$ cat config.mk
export PLATFORM = sky130hd
export DESIGN_NAME = miller_frame_encoder
export DESIGN_NICKNAME = d
export VERILOG_FILES = /design/src/rtl/miller_frame_encoder.sv
export SDC_FILE = /design/constraint.sdc
export NUM_CORES = 1
export LEC_CHECK = 0
export ABC_AREA = 1
export CAP_MARGIN = 10
export CORE_UTILIZATION = 40
export DETAILED_ROUTE_END_ITERATION = 12
export HOLD_SLACK_MARGIN = 0.06
export SYNTH_ARGS = -nofsm -noshare
export SYNTH_HDL_FRONTEND = slang
export SYNTH_SLANG_ARGS = --single-unit
$ cat constraint.sdc
create_clock -name clk2x -period 1.9 [get_ports clk2x]
set_clock_uncertainty 0.15 [all_clocks]
set_input_delay 0.285 -clock clk2x [delete_from_list [all_inputs] [get_ports clk2x]]
set_output_delay 0.285 -clock clk2x [all_outputs]
set_load 0.005 [all_outputs]
$ cat src/rtl/miller_frame_encoder.sv
// miller_frame_encoder: Miller (delay-modulation) line encoder.
// Accepts words over valid/ready, prepends a preamble, serialises MSB-first
// and drives a Miller-coded level at a programmable half-bit rate.
// Optional feature macro: MILLER_PARITY_EN appends an even-parity bit per word.
module miller_frame_encoder #(
  parameter int                       DATA_W        = 8,
  parameter int                       PREAMBLE_BITS = 8,
  parameter logic [PREAMBLE_BITS-1:0] PREAMBLE      = 8'hAA,
  parameter int                       HALF_DIV      = 1,
  parameter logic                     IDLE_LEVEL    = 1'b0
) (
  input  logic              clk2x,
  input  logic              rst,
  input  logic              s_valid,
  output logic              s_ready,
  input  logic [DATA_W-1:0] s_data,
  input  logic              s_last,
  output logic              dout,
  output logic              dout_en,
  output logic              busy,
  output logic              err_underrun
);

  localparam int MAXB  = (DATA_W > PREAMBLE_BITS) ? DATA_W : PREAMBLE_BITS;
  localparam int CNT_W = $clog2(MAXB + 1);
  localparam int DIV_W = $clog2(HALF_DIV + 1);

`ifdef MILLER_PARITY_EN
  typedef enum logic [1:0] {ST_IDLE, ST_PRE, ST_DATA, ST_PAR} state_t;
`else
  typedef enum logic [1:0] {ST_IDLE, ST_PRE, ST_DATA} state_t;
`endif

  state_t                   state_q, state_d;
  logic [DIV_W-1:0]         div_q, div_d;
  logic                     half_q, half_d;      // 0: first half, 1: second half
  logic [CNT_W-1:0]         bit_cnt_q, bit_cnt_d;
  logic                     prev_q, prev_d;      // last bit fully or half sent
  logic                     dout_q, dout_d;
  logic                     dout_en_q, dout_en_d;
  logic                     err_q, err_d;
  logic [DATA_W-1:0]        sr_q, sr_d;
  logic [PREAMBLE_BITS-1:0] pre_sr_q, pre_sr_d;
  logic                     last_q, last_d;
`ifdef MILLER_PARITY_EN
  logic                     par_q, par_d;
`endif

  logic                     tick;
  logic                     cur_bit;
  logic                     nxt_bit;
  logic                     adv;
  logic                     word_end;
  logic                     ready_raw;
  logic [PREAMBLE_BITS-1:0] pre_shift;
  logic [DATA_W-1:0]        sr_shift;

  // Next-state, Miller level and handshake logic
  always_comb begin
    state_d   = state_q;
    div_d     = div_q;
    half_d    = half_q;
    bit_cnt_d = bit_cnt_q;
    prev_d    = prev_q;
    dout_d    = dout_q;
    dout_en_d = dout_en_q;
    err_d     = 1'b0;
    sr_d      = sr_q;
    pre_sr_d  = pre_sr_q;
    last_d    = last_q;
`ifdef MILLER_PARITY_EN
    par_d     = par_q;
`endif
    ready_raw = 1'b0;
    nxt_bit   = 1'b0;
    adv       = 1'b0;
    word_end  = 1'b0;
    tick      = (div_q == DIV_W'(HALF_DIV - 1));
    pre_shift = pre_sr_q << 1;
    sr_shift  = sr_q << 1;

    case (state_q)
      ST_PRE:  cur_bit = pre_sr_q[PREAMBLE_BITS-1];
      ST_DATA: cur_bit = sr_q[DATA_W-1];
`ifdef MILLER_PARITY_EN
      ST_PAR:  cur_bit = par_q;
`endif
      default: cur_bit = 1'b0;
    endcase

    case (state_q)
      ST_IDLE: begin
        ready_raw = 1'b1;
        if (s_valid) begin
          sr_d      = s_data;
          last_d    = s_last;
`ifdef MILLER_PARITY_EN
          par_d     = ^s_data;
`endif
          pre_sr_d  = PREAMBLE;
          state_d   = ST_PRE;
          bit_cnt_d = '0;
          half_d    = 1'b0;
          dout_en_d = 1'b1;
          dout_d    = dout_q ^ (~PREAMBLE[PREAMBLE_BITS-1] & ~prev_q);
        end
      end
      default: begin
        if (!tick) begin
          div_d = div_q + DIV_W'(1);
        end else begin
          div_d = '0;
          if (!half_q) begin
            // Mid-bit: a one toggles the line
            half_d = 1'b1;
            dout_d = dout_q ^ cur_bit;
            prev_d = cur_bit;
          end else begin
            half_d    = 1'b0;
            bit_cnt_d = bit_cnt_q + CNT_W'(1);
            adv       = 1'b1;
            case (state_q)
              ST_PRE: begin
                pre_sr_d = pre_shift;
                if (bit_cnt_q == CNT_W'(PREAMBLE_BITS - 1)) begin
                  state_d   = ST_DATA;
                  bit_cnt_d = '0;
                  nxt_bit   = sr_q[DATA_W-1];
                end else begin
                  nxt_bit = pre_shift[PREAMBLE_BITS-1];
                end
              end
              ST_DATA: begin
                if (bit_cnt_q == CNT_W'(DATA_W - 1)) begin
`ifdef MILLER_PARITY_EN
                  state_d = ST_PAR;
                  nxt_bit = par_q;
`else
                  word_end = 1'b1;
`endif
                end else begin
                  sr_d    = sr_shift;
                  nxt_bit = sr_shift[DATA_W-1];
                end
              end
`ifdef MILLER_PARITY_EN
              ST_PAR: word_end = 1'b1;
`endif
              default: ;
            endcase

            if (word_end) begin
              adv       = 1'b0;
              ready_raw = ~last_q;
              if (!last_q && s_valid) begin
                // Back-to-back word: continue without a line gap
                sr_d      = s_data;
                last_d    = s_last;
`ifdef MILLER_PARITY_EN
                par_d     = ^s_data;
`endif
                state_d   = ST_DATA;
                bit_cnt_d = '0;
                adv       = 1'b1;
                nxt_bit   = s_data[DATA_W-1];
              end else begin
                state_d   = ST_IDLE;
                div_d     = '0;
                half_d    = 1'b0;
                bit_cnt_d = '0;
                prev_d    = 1'b1;
                dout_d    = IDLE_LEVEL;
                dout_en_d = 1'b0;
                err_d     = ~last_q;
              end
            end

            // Bit boundary: two consecutive zeros toggle the line
            if (adv) begin
              dout_d = dout_q ^ (~nxt_bit & ~prev_q);
            end
          end
        end
      end
    endcase
  end

  // Control state with synchronous reset
  always_ff @(posedge clk2x) begin
    if (rst) begin
      state_q   <= ST_IDLE;
      div_q     <= '0;
      half_q    <= 1'b0;
      bit_cnt_q <= '0;
      prev_q    <= 1'b1;
      dout_q    <= IDLE_LEVEL;
      dout_en_q <= 1'b0;
      err_q     <= 1'b0;
    end else begin
      state_q   <= state_d;
      div_q     <= div_d;
      half_q    <= half_d;
      bit_cnt_q <= bit_cnt_d;
      prev_q    <= prev_d;
      dout_q    <= dout_d;
      dout_en_q <= dout_en_d;
      err_q     <= err_d;
    end
  end

  // Word and preamble shift registers; only read once loaded
  always_ff @(posedge clk2x) begin
    sr_q     <= sr_d;
    pre_sr_q <= pre_sr_d;
    last_q   <= last_d;
`ifdef MILLER_PARITY_EN
    par_q    <= par_d;
`endif
  end

  assign s_ready      = ready_raw & ~rst;
  assign dout         = dout_q;
  assign dout_en      = dout_en_q;
  assign busy         = (state_q != ST_IDLE);
  assign err_underrun = err_q;

endmodule

# Word level (Yosys, flattened, before mapping)
# Cells that the tools add are included.
# totals
ramBits	0
out_inout_bits	5
regBits	29
mem_count	0
latch_bits	0
mem_bits_ro	0
# classes
multipliers	0
bitwise	12
n_eq_ne	10
n_lt_le_gt_ge	0
div	0
n_reduce_logical	19
add_sub_neg	2
muxes	73
shift	0
# ops
op	count
two-way mux 8 bit	13
two-way mux 1 bit	43
two-way mux 4 bit	7
two-way mux 2 bit	8
AND reduction 5 bit	3
AND reduction 4 bit	3
nonzero test 2 bit	5
NOT 1 bit	8
inequality test 2 x 1 -> 1 bit, second input constant	3
nonzero test 3 bit	2
OR reduction 6 bit	1
adder 4 x 1 -> 4 bit, second input constant	1
== test 4 x 3 -> 1 bit, second input constant	1
inequality test 2 bit, second input constant	2
one-hot mux 1 bit (2 select lines)	2
inequality test 3 x 1 -> 1 bit, second input constant	1
inequality test 3 x 2 -> 1 bit, second input constant	1
AND reduction 3 bit	1
bitwise AND 1 bit	2
== test 2 x 1 -> 1 bit, second input constant	1
== test 2 bit, second input constant	1
logical NOT 2 bit	1
AND reduction 2 bit	1
XOR 1 bit	2
3 further kinds	3

# Depth between registers and ports, before layout
# Gate-level depths: netlist (run 1).
# depth
word_depth	15
depth_mapped	11
depth_no_buf	11

# Least setup slack after synthesis (run 1)
# Ideal clock, no wire load.
# synth_path
path_type	reg2reg
start	reg state_q[0]
end	reg pre_sr_q[1] (enable)
t_required_ns	1.377
path_slack_ns	0.063
n_path_buf	0
arrival_ns	1.314
period_less_slack_ns	1.837
path_stages_with_launch	5
path_cell_list	dfxtp_1 inv_1 ha_1 clkinv_1 a21oi_1
# synth_between
elab_chain_len	3
word_cells_on_any_way	7
# synth_lines
item	line	source
start, declared	34	state_t state_q, state_d;
start signal, assigned	200	state_q <= state_d;
== test 2 x 1 -> 1 bit / logical NOT 2 bit (equally long branches)	122, 91	
nonzero test 2 bit (no source line), or another cell as far along	-	
AND reduction 4 bit (no source line) (*)	-	
end signal, assigned	214	pre_sr_q <= pre_sr_d;
end, declared	43	logic [PREAMBLE_BITS-1:0] pre_sr_q, pre_sr_d;
# Mark *: on every way between the ends. The rest lies on a longest branch, timed or not.
# A chain may end at the register's enable or synchronous reset.

# Worst setup path after layout (run 1)
# layout_path
start	reg state_q[1]
end	out busy
# layout_between
elab_chain_len	1
# layout_lines
item	line	source
nonzero test 2 bit	224	assign busy = (state_q != ST_IDLE);
end, declared	20	output logic busy,
# No other way between the ends.

==> flow_metrics.py, run 1 <==
metrics = {
    "place": {
        "hpwlAfterDp_um": 2383,
        "placed_cells": 249,
        "gp_congestion": 0.8591,
        "numPortBuffers": 16,
    },
    "setup_path": {
        "worstSetupPathType": "reg -> out",
        "worst_setup_path_start_kind": "flip-flop",
        "path_buf_inv": 4,
        "startpoint": "state_q[1]$_SDFFE_PP0P_",
        "critical_path_required_ps": 1460,
        "cp_slowest_cell": "dfxtp_2",
        "crit_top_cell": "inv_4",
        "cp_max_fo": 5,
        "cp.depth": 5,
        "cp_top_family": "buffers and inverters",
        "r2r_end": "sr_q[1]$_DFFE_PP_",
        "r2r_cells": 10,
        "end_kind": "primary output",
        "crit_path_max_incr_delay_ps": 370,
        "r2r_slack_ps": 90,
        "crit_end": "busy",
        "reg2reg_from": "bit_cnt_q[0]$_SDFFE_PP0P_",
        "cp_data_arrival_time_ps": 1390,
        "path_cells": "inv_4, ha_4, inv_4, buf_4, dlygate4sd2_1",
    },
    "clocking": {
        "cts.sink_count": 27,
        "cts_root_buf": "clkbuf_4",
        "clk_latency_ps": 320,
        "htreeDepth": 1,
        "cts_hold_buf": 0,
        "clk_pin_slew_ps": 130,
        "cts_buffer_depth": 2,
        "cts_tree": "built",
        "cts_made_buffers": 3,
    },
    "timing": {
        "maxClockFrequency_ghz": 0.5466,
        "slew_headroom_pct": 74.30,
        "setup_viol": 0,
        "fin_crit_ps": 1829,
        "hold_viol": 0,
        "period_share_pct": 96.29,
        "drv_slew": 0,
        "rsz0062_at_grt": "true",
        "tightest_slew_ps": 383.3,
    },
    "floorplan": {
        "die_h_um": 61.06,
        "pin_count": 17,
        "core-area_um2": 3337,
        "start_util_pct": 41.81,
        "rows": 21,
        "die_w_um": 61.06,
        "die-area_um2": 3728,
    },
    "logic_synthesis": {
        "synth_nets": 183,
        "syn_inst": 167,
        "synthXorXnorAreaFrac_pct": 0,
        "synth_top_family_by_area": "simple AND/OR/NAND/NOR gates",
        "synth_edf_count": 16,
        "yosys.area_share.simple_pct": 24.13,
        "synth_mux_area_share_pct": 0,
        "synth_cell_types": 26,
        "yosysMostFrequentCell": "nand2_1",
        "synth-adder-area-share_pct": 3.587,
        "ys.warnings.count": 0,
        "synth_seq_area_share_pct": 50.22,
        "synth_top_area_share_pct": 34.44,
        "async_flop_share_pct": 0,
        "ys.flop_type": "edfxtp_1",
        "synth_top_cell_by_area": "edfxtp_1",
        "synth_area_leaders": "edfxtp_1, dfxtp_1, nand2_1",
        "synth_compound_area_share_pct": 13.72,
        "synth_commonest_cells": "nand2_1, inv_1, nor2_1",
        "synth.avg_cell_area_um2": 8.354,
        "ys_seq_elements": 27,
        "synthesis.area_um2": 1395,
    },
    "final_layout": {
        "drive_above_1_share_pct": 26.44,
        "fillers": 311,
        "stdcell_count": 254,
        "num_antenna_cells": 0,
        "final_util_pct": 56.43,
        "nNetsFinal": 225,
        "syn_to_final_growth_pct": 34.98,
    },
    "power": {
        "p_leak_nw": 0.8014,
        "p_per_area_nw_per_um2": 909.9,
        "irDropWorstVdd_v": 0.0004566,
    },
    "grt": {
        "grt_pass1_vias": 1112,
        "grt_max_degree": 17,
        "grt_util_all_layers_pct": 18.13,
        "antenna_found_initial": 0,
        "grt-ovfl-total": 0,
        "grt_pass1_wl_um": 4933,
    },
    "routing": {
        "first_pass_iters": 4,
        "drcViolationCount": 0,
        "drt-total-wl_um": 3225,
        "avgRoutedWirePerCell_um": 12.70,
        "vias": 1232,
        "drt_iter0_markers": 56,
        "via_per_inst": 4.850,
        "ant_nets": 0,
    },
    "run_status": {
        "outcome": "finished, final reports clean",
    },
    "run": {
        "max-cap-violations": 0,
    },
    "hold_path": {
        "min_path_type": "reg -> reg",
    },
}
==> metrics by stage <==
stage	hold WS [ps]	setup TNS [ps]	power [mW]	setup WS [ps]	area, µm²
2_1_floorplan	212.5	0	1.176	62.59	1395
3_3_place_gp	321.7	0	1.416	17.14	1779
3_5_place_dp	327.4	-61.83	1.436	-37.59	1779
4_1_cts	347.1	-77.97	1.697	-77.97	1827
5_1_grt	352.1	-36.21	1.833	-24.86	1883
6_report	350.5	0	1.713	70.55	1883
==> flip-flops by register name, summed over array words and instances, names as in the netlist, 2 cells and up <==
name / cells
bit_cnt_q: 4
sr_q: 8
state_q: 2
pre_sr_q: 7
==> worst register-to-register path: stages (launching register included) <==
cell and delay (ps):
dfxtp_2 370, ha_4 140, buf_4 120, nand2_4 60, nor2_4 220, nand2_4 100, nor2_4 100, nor2_2 60
buf_12 140, nor2_1 80, a31oi_1 50
==> kinds of logic after synthesis <==
group / count (synthesis)
flops: 27
compound gates: 33
fa+ha+maj: 4
buf+inv: 29
simple gates: 74
==> how the worst min path moves through the flow <==
stage | startpoint | to | cells after the start
2_1_floorplan | s_valid | err_underrun$_SDFF_PP0_ | 1
3_3_place_gp | dout_en$_SDFFE_PP0P_ | dout_en$_SDFFE_PP0P_ | 2
3_5_place_dp | dout_en$_SDFFE_PP0P_ | dout_en$_SDFFE_PP0P_ | 2
4_1_cts | dout_en$_SDFFE_PP0P_ | dout_en$_SDFFE_PP0P_ | 2
5_1_grt | s_last | last_q$_DFFE_PP_ | 1
6_report | dout_en$_SDFFE_PP0P_ | dout_en$_SDFFE_PP0P_ | 2
==> area by class of cell <==
type	count	area (µm²)	share of cell area, %
inverter	26	102.6	5.448
sequential	27	705.7	37.48
timing repair buffer	40	346.6	18.41
tap	46	57.56	3.056
clock buffer	4	26.28	1.395
multi-input combinational	111	644.4	34.22
==> placed cells by master (no fill, tap or decap), drive strengths merged, types with 3 or more instances in the layout <==
cell type       n
a211oi          3
a21oi          11
a31oi           7
buf            24
clkbuf          5
clkdlybuf4s50  14
dfxtp          11
edfxtp         16
ha              4
inv            26
nand2          37
nand3           7
nor2           26
o21ai          11
==> timing repair <==
item,CTS,global route
pin swaps,0,4
buffers inserted,0,1
gates resized for setup,13,14
setup endpoints to repair,2,5
==> power breakdown <==
part | internal (mW) | switching [mW] | total (mW) | leakage [nW]
registers | 0.782 | 0.0586 | 0.841 | 0.242
clock network | 0.0821 | 0.161 | 0.243 | 0.0150
logic | 0.282 | 0.347 | 0.629 | 0.544
total | 1.15 | 0.567 | 1.71 | 0.801
==> routing by layer <==
layer,share of wire [%],vias to the layer above,track usage (%),routed length [µm]
li1,-,633,-,-
met1,48,581,23.27,1547
met2,48,16,30.90,1540
met3,3.5,2,4.622,114
met4,0.71,0,3.896,23
met5,0,-,0,0
No activity file was read; power rests on OpenSTA's default activity.
==> inputs of run 2 (changes only) <==
--- a/config.mk
+++ b/config.mk
@@ -8,8 +8,10 @@
 export ABC_AREA = 1
 export CAP_MARGIN = 10
 export CORE_UTILIZATION = 40
+export CTS_CLUSTER_SIZE = 16
 export DETAILED_ROUTE_END_ITERATION = 12
 export HOLD_SLACK_MARGIN = 0.06
+export PLACE_DENSITY = 0.67
 export SYNTH_ARGS = -nofsm -noshare
 export SYNTH_HDL_FRONTEND = slang
 export SYNTH_SLANG_ARGS = --single-unit
==> flow_metrics.py, run 2 (synthesized netlist as in run 1, its figures left out) <==
metrics = {
    "setup_path": {
        "crit_path_max_incr_delay_ps": 390,
        "r2r_cells": 13,
        "cp_data_arrival_time_ps": 1980,
        "cp.depth": 13,
        "cp_max_fo": 4,
        "path_cells": "ha_4, buf_6, nand2_4, nor2_4, nand2_4, nor2_4, buf_6, nor2_2, nand2_1, nand2_1, nand2_1, nand3_2, a21oi_2",
        "critical_path_required_ps": 2030,
        "end_kind": "flip-flop",
        "worst_setup_path_start_kind": "flip-flop",
        "worstSetupPathType": "reg -> reg",
        "cp_slowest_cell": "dfxtp_2",
        "crit_top_cell": "nand2_1",
        "cp_top_family": "simple AND/OR/NAND/NOR gates",
        "path_buf_inv": 2,
    },
    "final_layout": {
        "syn_to_final_growth_pct": 42.42,
        "largest_reg_flops": 8,
        "reg_top3": "sr_q x8, pre_sr_q x7, bit_cnt_q x4",
        "nNetsFinal": 232,
        "final_cell_mix": "nand2_1, buf_4, inv_1",
        "layout_commonest_cell": "nand2_1",
        "top_register": "sr_q",
        "stdcell_count": 261,
        "fillers": 287,
        "drive_above_1_share_pct": 33.02,
        "num_antenna_cells": 0,
        "final_util_pct": 59.54,
    },
    "timing": {
        "tightest_slew_ps": 242.6,
        "holdWs_ps": 342.2,
        "rsz0062_at_grt": "true",
        "fin_tns_setup_ps": 0,
        "setup_viol": 0,
        "fin_crit_ps": 1858,
        "drv_slew": 0,
        "maxClockFrequency_ghz": 0.5383,
        "hold_viol": 0,
        "slew_headroom_pct": 83.66,
        "period_share_pct": 97.78,
    },
    "floorplan": {
        "start_util_pct": 41.81,
        "core-area_um2": 3337,
        "die-area_um2": 3728,
        "die_w_um": 61.06,
        "rows": 21,
        "pin_count": 17,
        "die_h_um": 61.06,
    },
    "clocking": {
        "cts_hold_buf": 0,
        "clk_pin_slew_ps": 170,
        "clk_latency_ps": 330,
        "cts_root_buf": "clkbuf_4",
        "cts_buffer_depth": 2,
        "cts_made_buffers": 3,
        "cts_tree": "built",
        "cts.sink_count": 27,
        "htreeDepth": 1,
    },
    "routing": {
        "avgRoutedWirePerCell_um": 12.78,
        "drt_iter0_markers": 116,
        "ant_nets": 0,
        "first_pass_iters": 4,
        "via_per_inst": 4.820,
        "vias": 1258,
        "drcViolationCount": 0,
        "drt-total-wl_um": 3335,
    },
    "place": {
        "numPortBuffers": 16,
        "gp_congestion": 0.9031,
        "placed_cells": 249,
        "hpwlAfterDp_um": 2402,
    },
    "power": {
        "design_power_total_mw": 1.787,
        "p_per_area_nw_per_um2": 899.3,
        "p_leak_nw": 0.8425,
        "irDropWorstVdd_v": 0.0003496,
    },
    "grt": {
        "grt_util_all_layers_pct": 17.37,
        "grt-ovfl-total": 0,
        "grt_pass1_vias": 1101,
        "antenna_found_initial": 0,
        "grt_max_degree": 18,
        "grt_pass1_wl_um": 4671,
    },
    "hold_path": {
        "min_path_cells": 2,
        "min_path_type": "reg -> reg",
    },
    "run": {
        "max-cap-violations": 0,
    },
    "run_status": {
        "outcome": "finished, final reports clean",
    },
}
run 2: through the flow:
step                      worst slack [ps]  cell area, µm²
final                                42.23            1987
after global routing                -47.79            1987
after CTS                            6.255            1846
after detailed placement            -37.18            1779
after floorplan                      62.59            1395
after global placement              -13.42            1779
run 2: repair_timing:
| action | 4_1_cts | 5_1_grt |
|---|---|---|
| gates cloned | 0 | 0 |
| gates resized for setup | 16 | 24 |
| pin swaps | 1 | 9 |
| setup buffers | 1 | 7 |
| endpoints found under the setup margin | 15 | 25 |
run 2: final timing paths:
kind                                            end                       from  slack [ps]
worst max register to register    dout$_SDFFE_PP0P_  bit_cnt_q[1]$_SDFFE_PP0P_          40
worst max-delay path              dout$_SDFFE_PP0P_  bit_cnt_q[1]$_SDFFE_PP0P_          40
worst min-delay path            prev_q$_SDFFE_PP1P_        prev_q$_SDFFE_PP1P_         340
worst min register to register  prev_q$_SDFFE_PP1P_        prev_q$_SDFFE_PP1P_         340
run 2: area by class of cell:
class                      count  area (µm²)  area share [%]
clock buffer                   3       22.52           1.133
sequential                    27       704.4           35.45
inverter                      26       98.84           4.975
clock inverter                 1       8.758          0.4408
timing repair buffer          47       406.6           20.47
tap                           46       57.56           2.897
multi-input combinational    111       688.2           34.63
run 2: layer usage:
metal | part of all wire, % | track usage [%] | up-vias | routed length [µm]
met5 | 0 | 0 | - | 0
met4 | 0.93 | 7.792 | 0 | 31
met3 | 3.5 | 3.151 | 4 | 117
met2 | 48 | 27.64 | 26 | 1586
met1 | 48 | 23.11 | 583 | 1598
li1 | - | - | 645 | -
run 2: tightest hold or removal path: stages (launching register included):
cell,delay [ps]
dfxtp_1,330
inv_1,60
o21ai_0,70
run 2: where the power goes:
part | switching, mW | internal, mW | total, mW
Combinational | 0.372 | 0.299 | 0.671
Clock | 0.189 | 0.0859 | 0.275
Sequential | 0.0585 | 0.782 | 0.840
Total | 0.620 | 1.17 | 1.79
==> patch: new RTL, settings of run 1 <==
The option `MILLER_PARITY_EN` is turned on by a define.
--- a/src/rtl/miller_frame_encoder.sv
+++ b/src/rtl/miller_frame_encoder.sv
@@ -2,6 +2,8 @@
 // Accepts words over valid/ready, prepends a preamble, serialises MSB-first
 // and drives a Miller-coded level at a programmable half-bit rate.
 // Optional feature macro: MILLER_PARITY_EN appends an even-parity bit per word.
+`define MILLER_PARITY_EN
+
 module miller_frame_encoder #(
   parameter int                       DATA_W        = 8,
   parameter int                       PREAMBLE_BITS = 8,
Formal check against the unedited RTL: same outputs for any inputs over 10 cycles, from zero or initial values and one cycle with rst high; that may be too few to reach the edited logic, so the function may still have changed.
==> patch against run 1 <==
  * Sequential cell count grew 1
  * Critical endpoint is now s_ready
  * Critical path type unchanged
  * Synthesized cell count grew 9.0%
  * Non-clock buffer count shrank 8
  * Worst setup slack gained 6.8 ps
  * Via count grew 9.5%
  * Wire length grew 14%
  * Final area grew 7.6%
  * Area after synthesis grew 14%
Power is not compared: it rests on default switching activity, and its combinational part moved more than twofold at a synthesized area within 25%.
==> patch: results (changes against run 1) <==
| Metric | Value |
|---|---|
| Met3 WL | 179 µm (was 114 µm) |
| Adder-Cell Fraction of Synth Area | 0.0551 (was 0.0359) |
| Largest net degree at the start of global routing | 16 (was 17) |
| Vias in the first global route | 1394 (was 1112) |
| Status | complete, no violations (unchanged) |
| Clock slew at reported path FFs | 90 ps (was 130 ps) |
| Most instantiated cells after synthesis | nand2_1, inv_1, nor2_1 (unchanged) |
| Tot GR Track Use | 0.195 (was 0.181) |
| Root Buffer | clkbuf_8 (was clkbuf_4) |
| Dpl cell area | 1930 µm² (was 1780 µm²) |
| Synth warn | 0 (unchanged) |
| Top cell type's share of synthesized area | 0.321 (was 0.344) |
| Metal-1 WL | 1660 µm (was 1550 µm) |
| Wire per inst | 13.9 µm (was 12.7 µm) |
| Synth top area cells | edfxtp_1, dfxtp_1, nand2_1, ha_1, inv_1 (was edfxtp_1, dfxtp_1, nand2_1, inv_1, nor2_1) |
| Placed Cells | 259 (was 249) |
| Global-route wire length before repair | 6270 µm (was 4930 µm) |
| Mean number of vias per cell | 5.09 (was 4.85) |
| Register area share after synthesis | 0.460 (was 0.502) |
| DRT Pass-1 Iters | 5 (was 4) |
| Total CTS buffers | 3 (unchanged) |
| Post-route design area | 2030 µm² (was 1880 µm²) |
| PostCTS Resize Cnt | 12 (was 13) |
| Number of synthesized flops with an enable pin | 17 (was 16) |
| Worst Tran Pin Value | 251 ps (was 383 ps) |
| GPL Wtd Cong | 0.827 (was 0.859) |
| Layout fillers | 367 (was 311) |
| WL met2 | 1820 µm (was 1540 µm) |
| Synth Area in Compound Gates | 0.133 (was 0.137) |
| Syn_nets | 201 (was 183) |
| Setup WS pre-CTS | -109 ps (was -37.6 ps) |
| Final wirelength | 3690 µm (was 3230 µm) |
| 1st-iter DRT viols | 54 (was 56) |
| Hold Path Class | flop to flop (unchanged) |
| Post-synthesis xor/xnor area fraction | 0.0441 (was 0) |
| Setup Fix Bufs, Post-CTS | 2 (was 0) |
| Nets | 237 (was 225) |
| Synth Instances | 182 (was 167) |
| Clock Latency Late Sink | 270 ps (was 320 ps) |
| Distinct cells, synth | 33 (was 26) |
| Crit path max fanout | 4 (was 5) |
| Share of cells above drive strength 1 | 0.226 (was 0.264) |
-- patch: cell types whose count changed after synthesis, moves of 4 or more --
cell,before,now
nand3_1,6,14
nand2_1,35,28
o21ai_0,9,16
a31oi_1,7,1
xnor2_1,0,6
a21oi_1,10,6
-- patch: layer usage --
metal | global-route usage | up-vias
met5 | 0 | -
met2 | 0.344 | 36
li1 | - | 683
met4 | 0.0462 | 0
met1 | 0.240 | 628
met3 | 0.0405 | 2
-- patch: power groups by stage --
| stage | Combinational, mW | Clock (mW) | Sequential, mW |
|---|---|---|---|
| after floorplan | 1.38 | 0 | 1.17 |
| after global placement | 2.03 | 0 | 1.20 |
| after detailed placement | 2.11 | 0 | 1.21 |
| after CTS | 2.18 | 0.340 | 1.20 |
| after global routing | 2.47 | 0.351 | 1.23 |
| final | 2.19 | 0.327 | 1.20 |
-- patch: worst paths after layout --
path	from	to	slack, ps	cells past startpoint
worst max-delay path	state_q[1]$_SDFFE_PP0P_	s_ready	80	5
worst min-delay path	bit_cnt_q[1]$_SDFFE_PP0P_	bit_cnt_q[1]$_SDFFE_PP0P_	340	2
worst max register to register	bit_cnt_q[1]$_SDFFE_PP0P_	state_q[1]$_SDFFE_PP0P_	110	8
worst min register to register	bit_cnt_q[1]$_SDFFE_PP0P_	bit_cnt_q[1]$_SDFFE_PP0P_	340	2
-- patch: area by class of cell --
| cell class | instances | area share |
|---|---|---|
| inverters | 27 | 0.0525 |
| multi-input cells | 126 | 0.394 |
| flip-flops and latches | 28 | 0.364 |
| clock inverters | 1 | 0.00185 |
| repair buffers | 32 | 0.137 |
| well taps | 48 | 0.0296 |
| clock buffers | 3 | 0.0204 |
-- patch: critical path, cell delays in order (launching register included) --
cell and delay (ps):
dfxtp_4 360, buf_4 150, ha_4 170, nand3_1 90
o21ai_1 80, dlygate4sd2_1 260
